File: src/rtl/passenger_array_ctrl.sv
// Passenger slot array: per-slot spawn/walk/wait/ride/exit FSMs with capacity
// arbitration, hall/car request bitmaps and a delivered-trip counter.
module passenger_array_ctrl #(
   parameter int unsigned NUM_PEOPLE = 16,
   parameter int unsigned NUM_FLOORS = 6,
   parameter int unsigned NUM_ELEV   = 2,
   parameter int unsigned FW         = 3,
   parameter int unsigned EW         = 1,
   parameter int unsigned SCREEN_W   = 640,
   parameter int unsigned DOOR_X0    = 220,
   parameter int unsigned DOOR_PITCH = 40,
   parameter int unsigned CAPACITY   = 4,
   parameter int unsigned MAX_ACTIVE = 12
) (
   input  logic                             clk,
   input  logic                             rst,
   input  logic [1:0]                       sim_state,
   input  logic                             tick,
   input  logic [1:0]                       speed,
   input  logic                             spawn_en,
   input  logic [31:0]                      rand_bits,
   input  logic [NUM_ELEV*FW-1:0]           elev_floor,
   input  logic [NUM_ELEV-1:0]              elev_door_open,
   output logic [3*NUM_PEOPLE-1:0]          p_state,
   output logic [10*NUM_PEOPLE-1:0]         p_xpos,
   output logic [FW*NUM_PEOPLE-1:0]         p_floor,
   output logic [EW*NUM_PEOPLE-1:0]         p_elev,
   output logic [NUM_PEOPLE-1:0]            active_mask,
   output logic [$clog2(NUM_PEOPLE+1)-1:0]  active_count,
   output logic [NUM_ELEV*NUM_FLOORS-1:0]   floor_req,
   output logic [NUM_ELEV*NUM_FLOORS-1:0]   car_req,
   output logic [15:0]                      delivered_count
);
   localparam int unsigned AW = $clog2(NUM_PEOPLE + 1);
   localparam int unsigned IW = (NUM_PEOPLE > 1) ? $clog2(NUM_PEOPLE) : 1;
   localparam int unsigned XW = 10;
   localparam logic [1:0] SIM_START = 2'd0, SIM_RUN = 2'd1, SIM_ENDING = 2'd3;

   typedef enum logic [2:0] {
      S_IDLE = 3'd0, S_SPAWN = 3'd1, S_WALK_IN = 3'd2,
      S_WAIT = 3'd3, S_RIDE = 3'd4, S_WALK_OUT = 3'd5
   } state_t;

   state_t          r_state [NUM_PEOPLE];
   logic [XW-1:0]   r_x     [NUM_PEOPLE];
   logic [XW-1:0]   r_xexit [NUM_PEOPLE];
   logic [FW-1:0]   r_floor [NUM_PEOPLE];
   logic [FW-1:0]   r_dest  [NUM_PEOPLE];
   logic [EW-1:0]   r_elev  [NUM_PEOPLE];
   logic [AW-1:0]   r_active_count;
   logic [15:0]     r_delivered;

   logic [XW-1:0]   w_x_next [NUM_PEOPLE];
   logic [AW-1:0]   w_riders [NUM_ELEV];
   logic [NUM_PEOPLE-1:0] w_arrive, w_board, w_exit, w_finish, w_active;
   logic [NUM_ELEV-1:0]   w_taken;
   logic [AW-1:0]   w_active_cnt;
   logic [IW-1:0]   w_spawn_idx;
   logic            w_idle_found, w_fin_taken, w_walk_en, w_spawn_ok;
   logic [NUM_ELEV*NUM_FLOORS-1:0] w_floor_req, w_car_req;

   logic [EW-1:0]   w_r_e;
   logic [FW-1:0]   w_r_start, w_r_dest, w_r_dest_adj;
   logic [XW-1:0]   w_r_x0, w_r_xexit;
   logic            w_unused_rand;

   // Returns {reached, next_x}; clamps to target before stepping so no wrap is possible
   function automatic logic [XW:0] f_walk(input logic [XW-1:0] x, input logic [XW-1:0] t,
                                          input logic [1:0] spd);
      logic [XW-1:0] d;
      d = (x >= t) ? x - t : t - x;
      if (d <= {8'd0, spd})  return {1'b1, t};
      else if (x > t)        return {1'b0, x - {8'd0, spd}};
      else                   return {1'b0, x + {8'd0, spd}};
   endfunction

   assign w_r_e         = rand_bits[EW-1:0];
   assign w_r_start     = rand_bits[8 +: FW];
   assign w_r_dest      = rand_bits[12 +: FW];
   assign w_r_x0        = rand_bits[16 +: XW];
   assign w_r_xexit     = {4'd0, rand_bits[26 +: 6]} * 10'd10;
   assign w_r_dest_adj  = (w_r_dest != w_r_start) ? w_r_dest :
                          (32'(w_r_start) == NUM_FLOORS - 1) ? FW'(0) : FW'(w_r_start + 1'b1);
   assign w_unused_rand = ^rand_bits;
   assign w_walk_en     = tick && (speed != 2'd0);

   // Per-slot arbitration, walking and request bitmaps from registered state
   always_comb begin
      logic [XW:0]   v_walk;
      logic [XW-1:0] v_tgt;
      int unsigned   v_e;
      w_arrive = '0; w_board = '0; w_exit = '0; w_finish = '0; w_active = '0;
      w_taken = '0; w_fin_taken = 1'b0; w_idle_found = 1'b0; w_spawn_idx = '0;
      w_floor_req = '0; w_car_req = '0; w_active_cnt = '0;
      v_walk = '0; v_tgt = '0; v_e = 0;
      for (int e = 0; e < NUM_ELEV; e++) w_riders[e] = '0;
      for (int i = 0; i < NUM_PEOPLE; i++) begin
         w_x_next[i]  = r_x[i];
         w_active[i]  = (r_state[i] != S_IDLE);
         w_active_cnt = w_active_cnt + AW'(w_active[i]);
         if (r_state[i] == S_RIDE) w_riders[r_elev[i]] = AW'(w_riders[r_elev[i]] + 1'b1);
      end
      for (int i = 0; i < NUM_PEOPLE; i++) begin
         v_e = 32'(r_elev[i]);
         case (r_state[i])
            S_IDLE: if (!w_idle_found) begin
               w_idle_found = 1'b1;
               w_spawn_idx  = IW'(i);
            end
            S_WALK_IN: begin
               v_tgt  = XW'(DOOR_X0 + v_e * DOOR_PITCH);
               v_walk = f_walk(r_x[i], v_tgt, speed);
               if (w_walk_en) begin
                  w_x_next[i] = v_walk[XW-1:0];
                  w_arrive[i] = v_walk[XW];
               end
            end
            S_WAIT: begin
               w_floor_req[v_e*NUM_FLOORS + 32'(r_floor[i])] = 1'b1;
               if (!w_taken[v_e] && elev_door_open[v_e] &&
                   elev_floor[v_e*FW +: FW] == r_floor[i] &&
                   32'(w_riders[v_e]) < CAPACITY) begin
                  w_board[i]   = 1'b1;
                  w_taken[v_e] = 1'b1;
               end
            end
            S_RIDE: begin
               w_car_req[v_e*NUM_FLOORS + 32'(r_dest[i])] = 1'b1;
               w_exit[i] = elev_door_open[v_e] && (elev_floor[v_e*FW +: FW] == r_dest[i]);
            end
            S_WALK_OUT: begin
               // Slots that lost the finish arbitration park on the target and retry
               v_walk = f_walk(r_x[i], r_xexit[i], speed);
               if (w_walk_en) w_x_next[i] = v_walk[XW-1:0];
               if (((w_walk_en && v_walk[XW]) || r_x[i] == r_xexit[i]) && !w_fin_taken) begin
                  w_finish[i] = 1'b1;
                  w_fin_taken = 1'b1;
               end
            end
            default: ;
         endcase
      end
      w_spawn_ok = spawn_en && (32'(r_active_count) < MAX_ACTIVE) && w_idle_found &&
                   (32'(w_r_e) < NUM_ELEV) && (32'(w_r_start) < NUM_FLOORS) &&
                   (32'(w_r_dest) < NUM_FLOORS) && (32'(w_r_x0) < SCREEN_W) &&
                   (32'(w_r_xexit) < SCREEN_W);
   end

   always_ff @(posedge clk) begin
      if (rst || sim_state == SIM_START || sim_state == SIM_ENDING) begin
         for (int i = 0; i < NUM_PEOPLE; i++) begin
            r_state[i] <= S_IDLE;
            r_x[i]     <= '0;
            r_xexit[i] <= '0;
            r_floor[i] <= '0;
            r_dest[i]  <= '0;
            r_elev[i]  <= '0;
         end
         r_active_count <= '0;
         if (rst || sim_state == SIM_START) r_delivered <= '0;
      end else if (sim_state == SIM_RUN) begin
         r_active_count <= w_active_cnt;
         if ((|w_finish) && r_delivered != 16'hFFFF) r_delivered <= r_delivered + 16'd1;
         for (int i = 0; i < NUM_PEOPLE; i++) begin
            case (r_state[i])
               S_IDLE: if (w_spawn_ok && w_spawn_idx == IW'(i)) begin
                  r_state[i] <= S_SPAWN;
                  r_x[i]     <= w_r_x0;
                  r_xexit[i] <= w_r_xexit;
                  r_floor[i] <= w_r_start;
                  r_dest[i]  <= w_r_dest_adj;
                  r_elev[i]  <= w_r_e;
               end
               S_SPAWN: r_state[i] <= S_WALK_IN;
               S_WALK_IN: begin
                  r_x[i] <= w_x_next[i];
                  if (w_arrive[i]) r_state[i] <= S_WAIT;
               end
               S_WAIT: if (w_board[i]) r_state[i] <= S_RIDE;
               S_RIDE: begin
                  r_floor[i] <= elev_floor[32'(r_elev[i])*FW +: FW];
                  if (w_exit[i]) r_state[i] <= S_WALK_OUT;
               end
               S_WALK_OUT: begin
                  r_x[i] <= w_x_next[i];
                  if (w_finish[i]) r_state[i] <= S_IDLE;
               end
               default: r_state[i] <= S_IDLE;
            endcase
         end
      end
   end

   for (genvar g = 0; g < NUM_PEOPLE; g++) begin : g_flat
      assign p_state[g*3 +: 3]   = r_state[g];
      assign p_xpos[g*XW +: XW]  = r_x[g];
      assign p_floor[g*FW +: FW] = r_floor[g];
      assign p_elev[g*EW +: EW]  = r_elev[g];
   end

   assign active_mask     = w_active;
   assign active_count    = r_active_count;
   assign floor_req       = w_floor_req;
   assign car_req         = w_car_req;
   assign delivered_count = r_delivered;
endmodule

File: config.mk
export PLATFORM = sky130hd
export DESIGN_NAME = passenger_array_ctrl
export DESIGN_NICKNAME = d
export VERILOG_FILES = /design/src/rtl/passenger_array_ctrl.sv
export SDC_FILE = /design/constraint.sdc
export NUM_CORES = 2
export LEC_CHECK = 0
export BUFFER_PORTS_ARGS = -buffer_cell sky130_fd_sc_hd__buf_2
export CELL_PAD_IN_SITES_DETAIL_PLACEMENT = 0
export CELL_PAD_IN_SITES_GLOBAL_PLACEMENT = 1
export CORE_MARGIN = 3
export CORE_UTILIZATION = 33
export CTS_CLUSTER_SIZE = 10
export DETAILED_ROUTE_END_ITERATION = 12
export PLACE_DENSITY = 0.73
export SLEW_MARGIN = 10
export SYNTH_ARGS = -nofsm -noshare
export SYNTH_HDL_FRONTEND = slang
export SYNTH_SLANG_ARGS = --single-unit
File: constraint.sdc
create_clock -name clk -period 22.6 [get_ports clk]
set_input_delay 3.39 -clock clk [delete_from_list [all_inputs] [get_ports clk]]
set_output_delay 3.39 -clock clk [all_outputs]
set_load 0.03 [all_outputs]
Word-level counts from Yosys, hierarchy flattened
Memory sizes are Yosys's and may differ from the RTL's. Index checks and enable logic that the tools add are counted.

Register bits after elaboration: 21. Logic and storage cells: 2953. Bits in writable memories: 464. Memories: 6.

Memories: r_x (depth 16, width 10, rd ports 16, clocked after Yosys merged registers in 0, wr ports 16, line 45) `logic [XW-1:0] r_x [NUM_PEOPLE];`; r_xexit (depth 16, width 9, rd ports 16, clocked after Yosys merged registers in 0, wr ports 16, line 46) `logic [XW-1:0] r_xexit [NUM_PEOPLE];`; r_dest (depth 16, width 3, rd ports 16, clocked after Yosys merged registers in 0, wr ports 16, line 48) `logic [FW-1:0] r_dest [NUM_PEOPLE];`; r_floor (depth 16, width 3, rd ports 16, clocked after Yosys merged registers in 0, wr ports 16, line 47) `logic [FW-1:0] r_floor [NUM_PEOPLE];`; r_state (depth 16, width 3, rd ports 16, clocked after Yosys merged registers in 0, wr ports 16, line 44) `state_t r_state [NUM_PEOPLE];`; r_elev (depth 16, width 1, rd ports 16, clocked after Yosys merged registers in 0, wr ports 16, line 49) `logic [EW-1:0] r_elev [NUM_PEOPLE];`.

Order comparisons: 260. Eq/ne operators: 149. Add/sub/neg operators: 177. Mux-type cells: 1691. Multipliers: 49. Bitwise operators: 317. Reductions and logical operators: 286. Shifts and indexed selects: 16.

Operators with widths (count): $mux 10 (160); $mux 1 (1006); $mux 5 (111); $ge 33x2->1 const B (16); $mux 11 (48); $not 1->33 (16); $mux 3 (162); $mux 12 (32); $or 12x12->12 (30); $le 10x2->1 (32); $pmux 10 s2 (16); $sub 10x10->10 (32); $or 1x1->1 (240); $logic_and 1x1->1 (182); $add 10x2->10 (16); $add 4x3->5 (32); $eq 10x10->1 (16); $ge 10x10->1 (16); $ge 10x9->1 (16); $ge 5x1->1 const B (32); $gt 10x10->1 (16); $gt 10x9->1 (16); $lt 5x5->1 const B (32); $sub 10x2->10 (16); 57 further kinds (654).

Logic depth before layout (Yosys ltp)
An unclocked memory read counts as a cell.

Depth after elaboration: 234. Depth in mapped cells: 78.

Worst setup path before layout
OpenSTA, ideal clock, no wires.

Kind: flip-flop to flip-flop. Start point: memory r_elev[1][0] (netlist: r_elev[0][1]). End point: memory r_state[0][10] (netlist name) (enable). Period minus slack after synthesis: 14.351 ns. Arrival: 14.007 ns. Path slack: 8.249 ns. Buffers on the path: 1. Data required time: 22.256 ns. Library setup time: 0.344 ns. Cell stages (with the launch flop): 73. Cell sequence: edfxtp_1 clkbuf_1 clkinv_1 o22ai_1 a21oi_1 ha_1 nand2_1 and3_1 a21oi_1 ha_1 nor2_1 a21o_1 o21ai_0 ha_1 nor4b_1 a22o_1 a21oi_1 o211ai_1 [37 not listed] nor3_1 a21oi_1 o32a_1 and2_1 ha_1 nor3_1 o21ai_0 and3_1 ha_1 nand2_1 xor2_1 xnor2_1 and2_1 or3b_2 or3_1 a31oi_1 a31oi_1 o21ai_0.

RTL lines (line): from (decl) (49); to (decl) (44).

==> results by group <==
Synth
  – Syn Area/Cell: just under 8 µm²
  – Sequential share of the synthesized area: around a fifth
  – Post-synth top flop: edfxtp_1
  – Synth Register Bits: 485
  – EDFF count, synth: 480
  – Distinct cells, synth: 114
  – Post-Syn Nets: between 9000 and 10000
  – FFs w/ async S/R, synth: 0%
  – Synth warn: 0
  – Synth Instances: between 8000 and 9000
  – Mapped cell area: between 0.07 and 0.08 mm²

Drt
  – Drt total wl: roughly 330000 µm
  – Total number of vias: 73936
  – Starting DRC count in detailed routing: between 8000 and 9000
  – Wirelength per Cell: 27.1 µm
  – Drt via density: 6.17
  – Initial DRT Pass Iterations: 8
  – Residual DRC: 0
  – Final ANT Viol Nets: 0

Clock tree
  – Inserted Clock Buffers: 61
  – Clock Latency Late Sink: roughly 0.7 ns
  – CTS root buffer: clkbuf_16
  – Post-CTS setup buffers: 0
  – Deepest clock path buffer count: 3
  – Clock sink total: 485
  – PostCTS Resize Cnt: 0
  – H-tree levels: 2
  – CTS tree: built
  – Hold Buf Count CTS: 0
  – Clk slew on worst S/H paths: about 0.060 ns

Placement
  – Area after DPL: roughly 0.075 mm²
  – HPWL after DPL: approximately 250000 µm
  – Port Buf Inserts: about 370
  – DP Cell Count: around 12000
  – Post-Place Worst Slack: approximately 5.4 ns
  – Routability cong.: between 1 and 1.5

Floorplanning
  – Core area: 0.211 mm²
  – Initial Util: between 30% and 40%
  – I/O pins: approximately 380
  – Chip width: 468 µm
  – Die Ht: 468 µm
  – Die Area: 0.219 mm²
  – Rows: around 170

STA
  – Hold Fails Final Rpt: 0
  – RSZ-0062 raised after global routing: false
  – Setup violators final: 0
  – Setup ws final: approximately 5 ns
  – Max Freq: ~57 MHz
  – Final Skew: around 0.027 ns
  – Slew Viols, Final: 0
  – Min Hold Slack: about 0.6 ns
  – Period utilisation layout: between 70% and 80%
  – Fin crit period: 17.54 ns
  – Max-slew headroom: roughly 16%
  – Worst-Margin Slew: roughly 1.3 ns
  – Total Neg Setup Slack: 0 ns

Power and ir drop
  – P_leak: slightly above 30 nW
  – Cell area power density: between 50 and 60 mW/mm²
  – Maximum vdd drop: 55.4 µV
  – Final Total Pwr: ~4.3 mW

Critical path
  – Crit-path leading delay family: simple AND/OR/NAND/NOR gates
  – WP buf/inv: 0
  – CP Max Fanout: 12
  – CP startpoint kind: flip-flop
  – Required time of the critical path: approximately 23 ns
  – Critical Path AT: roughly 18 ns
  – Critical path endpoint category: flip-flop
  – Kind of critical path: reg2reg
  – Most frequent CP cell: ha_1
  – Worst stage delay on the critical path: 0.87 ns
  – Critical-path top delay cell: a21oi_1

Layout
  – Fin cells: around 12000
  – Synth-to-layout area growth: 9.84%
  – Final Core Density: 36.7%
  – Nets: roughly 9900
  – Most common library cell in the layout ignoring fill and taps: nand2_1
  – # fillers: between 20000 and 25000
  – Fraction of layout cells with a size suffix above 1: under 10%
  – Post-route cell area: 0.0772 mm²
  – Storage element area: 0.0145 mm²
  – Multi-input logic area: 0.0522 mm²
  – Most frequent cells in the layout: nand2_1 (871), nor2_1 (840), a21oi_1 (745)

GRT
  – First-pass GRT wire length: roughly 470000 µm
  – GRT Overall Usage: about 28%
  – Initial antenna violation count: 17
  – Vias in the first global route: 69253
  – Pin count of the biggest net entering global routing: 56
  – Global route total overflow: 0

Run
  – Total of max-cap violations: 0

Status
  – Outcome: completed

Hold path
  – Worst Hold Class: reg2reg
==> state kept, by name, summed over array words and instances, names as in the netlist <==
name and flops:
r_elev 16, active_count 5, r_dest 48, r_floor 48, r_x 160, r_xexit 144
r_state 48, delivered_count 16
==> layout make-up <==
cell class / count / share of cell area [%]
diodes: 6 / 0.0194
clock buffers: 77 / 2.06
clock inverters: 17 / 0.381
inverters: 517 / 2.52
multi-input cells: 7533 / 67.6
flip-flops and latches: 485 / 18.8
well taps: 2805 / 4.55
repair buffers: 541 / 4.08
==> worst register-to-register path, delay by kind of cell, from the launching register on <==
family	cells	cell delay [ns]
DFF	1	0.57
and+or+nand+nor	32	6.85
AOI/OAI and AO/OA	28	5.22
adders and majority gates	13	4.60
==> logic make-up (layout without fill, tap and decap cells) <==
kind of cell             after synthesis  after routing  synth area share [%]
AND/OR/NAND/NOR                     3237           3237                  22.7
flip-flops                           485            485                  20.7
adder cells (fa/ha/maj)              758            758                  14.8
AO/OA/AOI/OAI                       2558           2558                  23.3
multiplexers                         374            374                  5.45
other                                  0              6                     0
buffers and inverters                980           1152                  5.30
XOR/XNOR                             606            606                  7.79
==> per-layer routing <==
layer | GRT usage [%] | vias up | wire length (µm)
li1 | - | 33347 | -
met1 | 37.4 | 36016 | 133000
met2 | 43.3 | 3849 | 140000
met3 | 5.24 | 724 | 31300
met4 | 16.2 | 0 | 21700
met5 | 0 | - | 0
==> synth_stat cells, types with 143 or more instances <==
cell | instances | area, µm²
o21ai_0 | 590 | 2950
nor3_1 | 283 | 1420
nor2_1 | 841 | 3160
nand2_1 | 875 | 3280
mux2i_1 | 309 | 3090
nor2b_1 | 143 | 895
ha_1 | 635 | 7950
xnor2_1 | 449 | 3930
clkbuf_1 | 392 | 1470
a21oi_1 | 747 | 3740
xor2_1 | 144 | 1260
nand3_1 | 222 | 1110
edfxtp_1 | 480 | 14400
inv_1 | 501 | 1880
==> path summary, 6_finish.rpt <==
kind | startpoint | endpoint | slack [ns] | depth (start not counted)
max | r_state[0][5]$_SDFFCE_PP0P_ | r_state[1][10]$_SDFFCE_PP0P_ | 5.06 | 73
min | active_count[0]$_SDFFE_PN0N_ | active_count[0]$_SDFFE_PN0N_ | 0.59 | 2
max reg2reg | r_state[0][5]$_SDFFCE_PP0P_ | r_state[1][10]$_SDFFCE_PP0P_ | 5.06 | 73
min reg2reg | active_count[0]$_SDFFE_PN0N_ | active_count[0]$_SDFFE_PN0N_ | 0.59 | 2
==> report_power, final <==
group | switching (mW) | internal [mW] | leakage (nW)
Combinational | 1.36 | 0.775 | 24.7
Sequential | 0.146 | 1.06 | 5.40
Clock | 0.413 | 0.578 | 0.905
Total | 1.92 | 2.41 | 31.0
No activity file was read; power rests on OpenSTA's default activity.
